==> src/rtl/cnn_frame_sequencer_if.sv <==
// Pixel-RAM read port, CNN datapath feed and comparator decision bundle for the frame sequencer.
interface cnn_frame_sequencer_if #(
  parameter int unsigned ADDR_BIT  = 10,
  parameter int unsigned PIX_BIT   = 8,
  parameter int unsigned CLASS_BIT = 4
) ();
  logic                 pix_rd_en;
  logic [ADDR_BIT-1:0]  pix_addr;
  logic [PIX_BIT-1:0]   pix_rdata;
  logic                 pipe_rst;
  logic [PIX_BIT-1:0]   pipe_data;
  logic                 dec_valid;
  logic [CLASS_BIT-1:0] dec_class;

  modport master (
    output pix_rd_en, pix_addr, pipe_rst, pipe_data,
    input  pix_rdata, dec_valid, dec_class
  );

  modport slave (
    input  pix_rd_en, pix_addr, pipe_rst, pipe_data,
    output pix_rdata, dec_valid, dec_class
  );
endinterface

==> src/rtl/cnn_frame_sequencer.sv <==
// Frame-level controller: clears the CNN pipeline, streams one frame from pixel RAM, latches the
// decision. Optional WAIT timeout is enabled by defining CNN_SEQ_TIMEOUT_EN.
module cnn_frame_sequencer #(
  parameter int unsigned NUM_PIXELS  = 784,
  parameter int unsigned ADDR_BIT    = 10,
  parameter int unsigned PIX_BIT     = 8,
  parameter int unsigned CLASS_BIT   = 4,
  parameter int unsigned CLR_CYCLES  = 2,
  parameter int unsigned TIMEOUT     = 4095,
  parameter int unsigned TIMEOUT_BIT = 12
) (
  input  logic                  clk,
  input  logic                  rst,
  input  logic                  start,
  output logic                  busy,
  output logic                  done,
  output logic [CLASS_BIT-1:0]  result,
  output logic                  err_timeout,
  cnn_frame_sequencer_if.master bus
);

  localparam logic [2:0] StIdle   = 3'd0;
  localparam logic [2:0] StClr    = 3'd1;
  localparam logic [2:0] StStream = 3'd2;
  localparam logic [2:0] StWait   = 3'd3;
  localparam logic [2:0] StDone   = 3'd4;

  localparam int unsigned ClrW = (CLR_CYCLES > 1) ? $clog2(CLR_CYCLES) : 1;
  localparam logic [ClrW-1:0]     ClrInit  = ClrW'(CLR_CYCLES - 1);
  localparam logic [ADDR_BIT-1:0] LastAddr = ADDR_BIT'(NUM_PIXELS - 1);

  logic [2:0]           state_q, state_d;
  logic [ClrW-1:0]      clr_cnt_q, clr_cnt_d;
  logic [ADDR_BIT-1:0]  addr_q, addr_d;
  logic                 addr_done_q, addr_done_d;
  logic                 rd_dly_q;
  logic [PIX_BIT-1:0]   pipe_data_q, pipe_data_d;
  logic [CLASS_BIT-1:0] result_q, result_d;
  logic                 rd_en;
  logic                 start_acc;
  logic                 timeout_hit;

  assign rd_en = (state_q == StStream) && !addr_done_q;

  always_comb begin
    state_d     = state_q;
    clr_cnt_d   = clr_cnt_q;
    addr_d      = addr_q;
    addr_done_d = addr_done_q;
    result_d    = result_q;
    start_acc   = 1'b0;
    unique case (state_q)
      StIdle: begin
        if (start) begin
          state_d   = StClr;
          start_acc = 1'b1;
        end
      end
      StClr: begin
        if (clr_cnt_q == '0) begin
          state_d = StStream;
        end else begin
          clr_cnt_d = clr_cnt_q - 1'b1;
        end
      end
      StStream: begin
        if (rd_en) begin
          if (addr_q == LastAddr) begin
            addr_done_d = 1'b1;
          end else begin
            addr_d = addr_q + 1'b1;
          end
        end
        // Leave once the final pixel's RAM read has been forwarded onto pipe_data.
        if (addr_done_q && !rd_dly_q) begin
          state_d = StWait;
        end
      end
      StWait: begin
        if (bus.dec_valid) begin
          result_d = bus.dec_class;
          state_d  = StDone;
        end else if (timeout_hit) begin
          result_d = '1;
          state_d  = StDone;
        end
      end
      StDone: begin
        if (start) begin
          state_d   = StClr;
          start_acc = 1'b1;
        end else begin
          state_d = StIdle;
        end
      end
      default: state_d = StIdle;
    endcase
    if (start_acc) begin
      clr_cnt_d   = ClrInit;
      addr_d      = '0;
      addr_done_d = 1'b0;
    end
  end

  assign pipe_data_d = ((state_q == StStream) && rd_dly_q) ? bus.pix_rdata : '0;

  always_ff @(posedge clk or negedge rst) begin
    if (!rst) begin
      state_q     <= StIdle;
      clr_cnt_q   <= '0;
      addr_q      <= '0;
      addr_done_q <= 1'b0;
      rd_dly_q    <= 1'b0;
      pipe_data_q <= '0;
      result_q    <= '0;
    end else begin
      state_q     <= state_d;
      clr_cnt_q   <= clr_cnt_d;
      addr_q      <= addr_d;
      addr_done_q <= addr_done_d;
      rd_dly_q    <= rd_en;
      pipe_data_q <= pipe_data_d;
      result_q    <= result_d;
    end
  end

`ifdef CNN_SEQ_TIMEOUT_EN
  logic [TIMEOUT_BIT-1:0] wait_q;
  logic                   err_q;

  // Firing one count early makes DONE land exactly TIMEOUT cycles after WAIT entry.
  assign timeout_hit = (state_q == StWait) && !bus.dec_valid &&
                       (wait_q == TIMEOUT_BIT'(TIMEOUT - 1));

  always_ff @(posedge clk or negedge rst) begin
    if (!rst) begin
      wait_q <= '0;
      err_q  <= 1'b0;
    end else begin
      wait_q <= (state_q == StWait) ? wait_q + 1'b1 : '0;
      if (start_acc) begin
        err_q <= 1'b0;
      end else if (timeout_hit) begin
        err_q <= 1'b1;
      end
    end
  end

  assign err_timeout = err_q;
`else
  logic unused_timeout_cfg;
  assign unused_timeout_cfg = (TIMEOUT == 0) || (TIMEOUT_BIT == 0);
  assign timeout_hit        = 1'b0;
  assign err_timeout        = 1'b0;
`endif

  assign busy          = (state_q == StClr) || (state_q == StStream) || (state_q == StWait);
  assign done          = (state_q == StDone);
  assign result        = result_q;
  assign bus.pix_rd_en = rd_en;
  assign bus.pix_addr  = addr_q;
  assign bus.pipe_rst  = !((state_q == StStream) || (state_q == StWait));
  assign bus.pipe_data = pipe_data_q;

endmodule

==> src/flat_wrapper.sv <==
// flat-port wrapper written by rule: the top's interface ports become plain ports
module cnn_frame_sequencer_flat 
#(
  parameter int unsigned NUM_PIXELS  = 784,
  parameter int unsigned ADDR_BIT    = 10,
  parameter int unsigned PIX_BIT     = 8,
  parameter int unsigned CLASS_BIT   = 4,
  parameter int unsigned CLR_CYCLES  = 2,
  parameter int unsigned TIMEOUT     = 4095,
  parameter int unsigned TIMEOUT_BIT = 12
)
  (clk, rst, start, busy, done, result, err_timeout, bus_pix_rd_en, bus_pix_addr, bus_pipe_rst, bus_pipe_data, bus_pix_rdata, bus_dec_valid, bus_dec_class);
  cnn_frame_sequencer_if #(.ADDR_BIT(ADDR_BIT), .PIX_BIT(PIX_BIT), .CLASS_BIT(CLASS_BIT)) bus_i ();
  input  logic clk;
  input  logic rst;
  input  logic start;
  output logic busy;
  output logic done;
  output logic [CLASS_BIT-1:0] result;
  output logic err_timeout;
  output wire logic [$bits(bus_i.pix_rd_en)-1:0] bus_pix_rd_en;
  output wire logic [$bits(bus_i.pix_addr)-1:0] bus_pix_addr;
  output wire logic [$bits(bus_i.pipe_rst)-1:0] bus_pipe_rst;
  output wire logic [$bits(bus_i.pipe_data)-1:0] bus_pipe_data;
  input wire logic [$bits(bus_i.pix_rdata)-1:0] bus_pix_rdata;
  input wire logic [$bits(bus_i.dec_valid)-1:0] bus_dec_valid;
  input wire logic [$bits(bus_i.dec_class)-1:0] bus_dec_class;
  assign bus_pix_rd_en = bus_i.pix_rd_en;
  assign bus_pix_addr = bus_i.pix_addr;
  assign bus_pipe_rst = bus_i.pipe_rst;
  assign bus_pipe_data = bus_i.pipe_data;
  assign bus_i.pix_rdata = bus_pix_rdata;
  assign bus_i.dec_valid = bus_dec_valid;
  assign bus_i.dec_class = bus_dec_class;
  cnn_frame_sequencer #(.NUM_PIXELS(NUM_PIXELS), .ADDR_BIT(ADDR_BIT), .PIX_BIT(PIX_BIT), .CLASS_BIT(CLASS_BIT), .CLR_CYCLES(CLR_CYCLES), .TIMEOUT(TIMEOUT), .TIMEOUT_BIT(TIMEOUT_BIT)) u_core (.clk(clk), .rst(rst), .start(start), .busy(busy), .done(done), .result(result), .err_timeout(err_timeout), .bus(bus_i));
endmodule
==> config.mk <==
export PLATFORM = sky130hd
export DESIGN_NAME = cnn_frame_sequencer_flat
export DESIGN_NICKNAME = d
export VERILOG_FILES = /design/src/rtl/cnn_frame_sequencer_if.sv /design/src/rtl/cnn_frame_sequencer.sv /design/src/flat_wrapper.sv
export SDC_FILE = /design/constraint.sdc
export NUM_CORES = 1
export LEC_CHECK = 0
export CORE_ASPECT_RATIO = 0.9
export CORE_UTILIZATION = 44
export DETAILED_ROUTE_END_ITERATION = 7
export HOLD_SLACK_MARGIN = 0.03
export PLACE_DENSITY = 0.78
export SLEW_MARGIN = 5
export SYNTH_ARGS = -nofsm -noshare
export SYNTH_HDL_FRONTEND = slang
export SYNTH_SLANG_ARGS = --single-unit
==> constraint.sdc <==
create_clock -name clk -period 2.1 [get_ports clk]
set_input_delay 0.525 -clock clk [delete_from_list [all_inputs] [get_ports clk]]
set_output_delay 0.525 -clock clk [all_outputs]
set_load 0.005 [all_outputs]
# Word-level counts from Yosys, hierarchy flattened
# Cells that the tools add are included.
[totals]
regBits = 28
input_bits = 16
elab_cells = 58
[classes]
n_addsub = 2
eq_ne = 10
n_mux = 20
reduce_logical = 19
[op_table]
columns = ["operator", "count"]
rows = [
  ["$mux 10", 4],
  ["$pmux 3 s5", 1],
  ["$mux 3", 4],
  ["$add 10x1->10 const B", 1],
  ["$eq 10x10->1 const B", 1],
  ["$mux 1", 10],
  ["$mux 8", 1],
  ["$ne 2x2->1 const B", 4],
  ["$reduce_bool 2->1", 4],
  ["$eq 3x2->1 const B", 2],
  ["$reduce_and 3->1", 2],
  ["$reduce_and 4->1", 1],
  ["$eq 3x1->1 const B", 1],
  ["$eq 3x3->1 const B", 1],
  ["$logic_and 1x1->1", 3],
  ["$logic_not 1->1", 3],
  ["$logic_not 3->1", 1],
  ["$logic_or 1x1->1", 3],
  ["$ne 2x1->1 const B", 1],
  ["$reduce_and 2->1", 1],
  ["$reduce_or 2->1", 1],
  ["$sub 1x1->1 const B", 1],
]

# Longest topological paths before layout
[logic_depth]
depth_word = 5
ltp_mapped = 6

# Least setup slack after synthesis
# No wires, ideal clock.
[synth_path]
kind = "register to register"
from = "reg u_core.state_q[0]"
to = "reg u_core.addr_q[5] (netlist: u_core.bus.pix_addr[5])"
t_arrival_ns = 1.547
path_slack_ns = 0.425
stages_incl_launch_ff = 7
period_less_slack_ns = 1.675
path_cell_list = "dfrtp_1 > buf_6 > or4b_4 > clkinv_2 > and4_4 > nand3_1 > mux2i_1"
[synth_via]
elab_cells_between_ends = 11
cone_classes = "eq/ne: 3; mux: 2; reduce/logical: 6"
[synth_rtl]
columns = ["item", "line", "rtl"]
rows = [
  ["start: declaration", "cnn_frame_sequencer.sv:32", "logic [2:0] state_q, state_d;"],
  ["start signal: assignment", "cnn_frame_sequencer.sv:109", "state_q <= StIdle;"],
  ["start signal: assignment", "cnn_frame_sequencer.sv:117", "state_q <= state_d;"],
  ["$eq 3x2->1", "cnn_frame_sequencer.sv:43", "assign rd_en = (state_q == StStream) && !addr_done_q;"],
  ["$logic_and 1x1->1", "cnn_frame_sequencer.sv:43", ""],
  ["net bus_pix_rd_en", "flat_wrapper.sv:21", "output wire logic [$bits(bus_i.pix_rd_en)-1:0] bus_pix_rd_en;"],
  ["$reduce_bool 2->1 (no line)", "n/a", ""],
  ["$reduce_and 3->1 (no line)", "n/a", ""],
  ["end signal: assignment", "cnn_frame_sequencer.sv:119", "addr_q <= addr_d;"],
  ["end: declaration", "cnn_frame_sequencer.sv:34", "logic [ADDR_BIT-1:0] addr_q, addr_d;"],
]
# The timed path passes the listed nets, and every way through them passes these cells.
# A chain may end at the register's enable or synchronous reset.

# Final worst setup path
[layout_path]
from = "reg u_core.state_q[0]"
to = "out bus_pix_rd_en"
[layout_via]
elab_chain_len = 2
[layout_rtl]
columns = ["item", "line"]
rows = [
  ["$eq 3x2->1", "cnn_frame_sequencer.sv:43"],
  ["$logic_and 1x1->1", "cnn_frame_sequencer.sv:43"],
  ["end: declaration", "flat_wrapper.sv:21"],
]
# No other way between the ends.

==> impl_results.md <==
* Antenna Nets Post-Route at 0
* Cell area after synthesis at approximately 0.0013 mm^2
* Hold-critical path depth at 1
* Synthesized netlist net count at 129
* Buf+Inv Stages, Crit Path at 2
* Die area at 0.00307 mm^2
* Starting density of the core at 48.8%
* Hold_ws at 0.527 ns
* Final worst clock skew at 0.00429 ns
* Minimum clock period at approximately 2.0 ns
* Fillers at 193
* Detail-routed via count per cell at around 5
* RSZ-0062 raised after global routing: no
* Routing usage on met1 at roughly a fifth
* Leading cell type by number of instances after synthesis: sky130_fd_sc_hd__dfrtp_1
* Sw Pwr at roughly 0.56 mW
* Gate power share at 39.4%
* Distinct cell type count of the synthesized netlist at 35
* Clock buffer count from CTS at 3
* Ys flop type: sky130_fd_sc_hd__dfrtp_1
* First-pass GRT wire length at between 4 and 5 mm
* Met3 routing resource usage after global routing at just under 8%
* Minimum setup slack after placement at ~0.082 ns
* P_int at 1.26 mW
* # H-tree levels at 1
* Antenna violations before repair at 0
* Final Hold Fails at 0
* Cells along the critical path: or4b_4, inv_4, buf_2
* Area Overhead vs Synth at 44.3%
* Largest area contributor in the netlist: sky130_fd_sc_hd__dfrtp_1
* Post-synth EDFFs at 0
* Port-buffer cells at 41
* Share of the synthesized area in the top cell type at 55.8%
* Number of DRC markers after the initial detailed-route iteration at 32
* Routed via count at 1002
* Endpoint, Worst Hold: u_core.bus.pix_addr[6]$_DFFE_PN0P_
* P per Cell Area at 1010 mW/mm^2
* Commonest cells in the synthesized netlist: sky130_fd_sc_hd__dfrtp_1, sky130_fd_sc_hd__and2_1, sky130_fd_sc_hd__nand2_1
* Post-Synth XOR/XNOR Area at less than 1%
* Worst Hold Class: reg2reg
* Setup slack on the worst flop-to-flop path at 0.29 ns
* Part of the Yosys area used for sequential elements at 55.8%
* Design area at 0.00181 mm^2
* Total number of clock tree sinks at 28
* Die Y-Extent at 52.7 um
* Warnings from Yosys at 0
* Portion of netlist area occupied by mux cells at under 10%
* Overall power at 1.82 mW
* Area fraction in compound gates after synthesis at 8.77%
* Nature of the critical path endpoint: output port
* Top Ports at 43
* Maximum ir drop on the vdd rail at between 0.0006 and 0.0007 V
* CP top delay family: simple AND/OR/NAND/NOR gates
* Die Span X at 58.3 um
* Synth area leaders: sky130_fd_sc_hd__dfrtp_1, sky130_fd_sc_hd__and2_1, sky130_fd_sc_hd__mux2i_1
* Launching element type of the critical path: register
* Max-capacitance violation count at 0
* Count of nets after finishing at between 150 and 200
* Hold_sp: u_core.bus.pix_addr[6]$_DFFE_PN0P_
* Reg2Reg Launch Point: u_core.state_q[0]$_DFFE_PN0P_
* Clk Latency, worst-skew pair at 0.34 ns
* 1st-pass router iterations at 4
* Count of antenna diodes in the layout at 0
* Adder and majority cell fraction of the synthesized area at less than 1%
* Master of the slowest instance on the critical path: sky130_fd_sc_hd__or4b_4
* Deepest clock path buffer count at 2
* Switching fraction of total power at between 30% and 40%
* Logic depth of the worst register-to-register path at 5
* Worst path max stage delay at about 0.57 ns
* Final WL at 2.68 mm
* Global-route layer with the greatest usage: met2
* FFs w/ async S/R, synth at 100%
* Cts-stage hold buffer count at 0
* Congestion Overflow GR at 0
* Cells after Synth at approximately 110
* Number of register bits inferred by synthesis at 28
* Clock tree from TritonCTS: done
* Final setup violation count at 0
* Final routed DRC violation total at 0
* Outcome: completed
* Static power due to leakage at approximately 0.85 nW
* Upper clock frequency limit at 0.492 GHz
* Gpl congestion at around 0.84
* Proportion of power drawn by flip-flops and latches at 40.9%
* Clock slew seen by the registers of the worst setup and hold paths at 0.15 ns
* Clk network pwr share at about a fifth
* Data required time of the worst path at about 1.6 ns
* Detail-routed net length per standard cell at 13.4 um
* Root Buffer Master: sky130_fd_sc_hd__clkbuf_4
* Met2 Usage GRT at a little over a third
* FF/Latch Area at 701 um^2
* Period Utilization, post-route at 96.8%
* Endpoint of the worst-slack reg-to-reg timing path: u_core.bus.pix_addr[8]$_DFFE_PN0P_
* Maximum net fanout on the critical path at 2
* Detailed Place HPWL at 1.97 mm
* Maximum number of pins on one net before global-route repair at 29
* Number of placement rows at 17
* Final count of pins violating max slew at 0
* Main combinational cell family by area after synthesis: simple AND/OR/NAND/NOR gates
* Placed inst area at 0.00174 mm^2
* Multi-input gate area at slightly above 500 um^2
* Kind of critical path: reg2out
* Vias in the first global route at 1041
* Critical path arrival at 1.51 ns
* Worst Setup Slack, final at roughly 0.067 ns
* Tot GR Track Use at 19.9%
* Placeable core region at 0.00257 mm^2
* Basic-gate share of the synthesized area counting and, or, nand and nor cells at 21.8%
* Layout cell share with drive strength beyond 1 at 19.1%
* Synthesized area per cell at around 11 um^2
[cells in the final DEF, fill, tap and decap left out, types with 2 or more instances in the layout]
cell	Yosys	routed
sky130_fd_sc_hd__a211oi_1	2	2
sky130_fd_sc_hd__a21oi_1	4	4
sky130_fd_sc_hd__a31o_2	2	2
sky130_fd_sc_hd__and2_1	10	10
sky130_fd_sc_hd__and2_2	3	3
sky130_fd_sc_hd__and3_1	2	2
sky130_fd_sc_hd__and3_2	2	2
sky130_fd_sc_hd__buf_4	2	8
sky130_fd_sc_hd__clkbuf_4	0	3
sky130_fd_sc_hd__clkdlybuf4s50_1	0	37
sky130_fd_sc_hd__dfrtp_1	28	28
sky130_fd_sc_hd__dlygate4sd2_1	0	2
sky130_fd_sc_hd__inv_1	4	4
sky130_fd_sc_hd__mux2_2	4	4
sky130_fd_sc_hd__mux2i_1	5	5
sky130_fd_sc_hd__nand2_1	8	8
sky130_fd_sc_hd__nand2b_1	3	3
sky130_fd_sc_hd__nand3_1	6	6
sky130_fd_sc_hd__nand4_1	2	2
sky130_fd_sc_hd__nor2_1	4	3
sky130_fd_sc_hd__nor3_1	2	2
sky130_fd_sc_hd__o21ai_0	3	3
[metrics by stage]
| step | setup TNS [ns] | std cells | util, % |
|---|---|---|---|
| after floorplan | 0 | 112 | - |
| final | 0 | 200 | 70.3 |
| after detailed placement | 0 | 195 | 67.7 |
| after CTS | -0.00644 | 199 | 70.2 |
| after global placement | 0 | 195 | 67.7 |
| after global routing | 0 | 200 | 70.3 |
[state kept, by name, indices dropped and copies added, names as in the netlist]
| register | cells |
|---|---|
| u_core.rd_dly_q | 1 |
| u_core.addr_done_q | 1 |
| u_core.bus.pipe_data | 8 |
| u_core.bus.pix_addr | 10 |
| u_core.clr_cnt_q | 1 |
| u_core.state_q | 3 |
| u_core.result | 4 |
[repair_timing]
action | 4_1_cts | 5_1_grt
endpoints found under the setup margin | 4 | 2
gates resized for setup | 8 | 3
endpoints found under the hold margin | 0 | 0
setup buffers | 0 | 1
pin swaps | 1 | 1
[layout make-up]
type                            instances  area share [%]
Inverter                                5            1.17
Timing Repair Buffer                   50            26.3
Sequential cell                        28            38.7
Clock buffer                            3            1.24
Clock inverter                          1            1.66
Tap cell                               38            2.63
Multi-Input combinational cell         75            28.3
[cell families after synthesis]
family | count (synthesis)
adders and majority gates | 1
and+or+nand+nor | 47
xor gates and xnor gates | 1
DFF | 28
muxes | 9
other | 1
buffers and inverters | 9
AOI/OAI and AO/OA | 16
[power groups by stage]
stage | Clock [mW] | Sequential, mW | Combinational, mW
after floorplan | 0 | 0.755 | 0.329
after global placement | 0 | 0.742 | 0.680
after detailed placement | 0 | 0.749 | 0.705
after CTS | 0.365 | 0.742 | 0.720
after global routing | 0.382 | 0.760 | 0.791
final | 0.360 | 0.745 | 0.718
[routing by layer]
metal	routed length [um]	share of wire, %	up-vias
li1	-	-	486
met5	0	0	-
met2	1390	52	34
met1	1080	40	480
met3	178	6.7	2
met4	23	0.86	0
[worst max-delay path by stage]
stage	start	to	cells past startpoint
after floorplan	u_core.state_q[0]$_DFFE_PN0P_	u_core.bus.pix_addr[5]$_DFFE_PN0P_	6
after global placement	u_core.state_q[0]$_DFFE_PN0P_	bus_pix_rd_en	3
after detailed placement	u_core.state_q[0]$_DFFE_PN0P_	bus_pix_rd_en	3
after CTS	u_core.state_q[0]$_DFFE_PN0P_	bus_pix_rd_en	3
after global routing	u_core.state_q[0]$_DFFE_PN0P_	bus_pix_rd_en	3
final	u_core.state_q[0]$_DFFE_PN0P_	bus_pix_rd_en	3
Power figures use the tool's default switching activity.
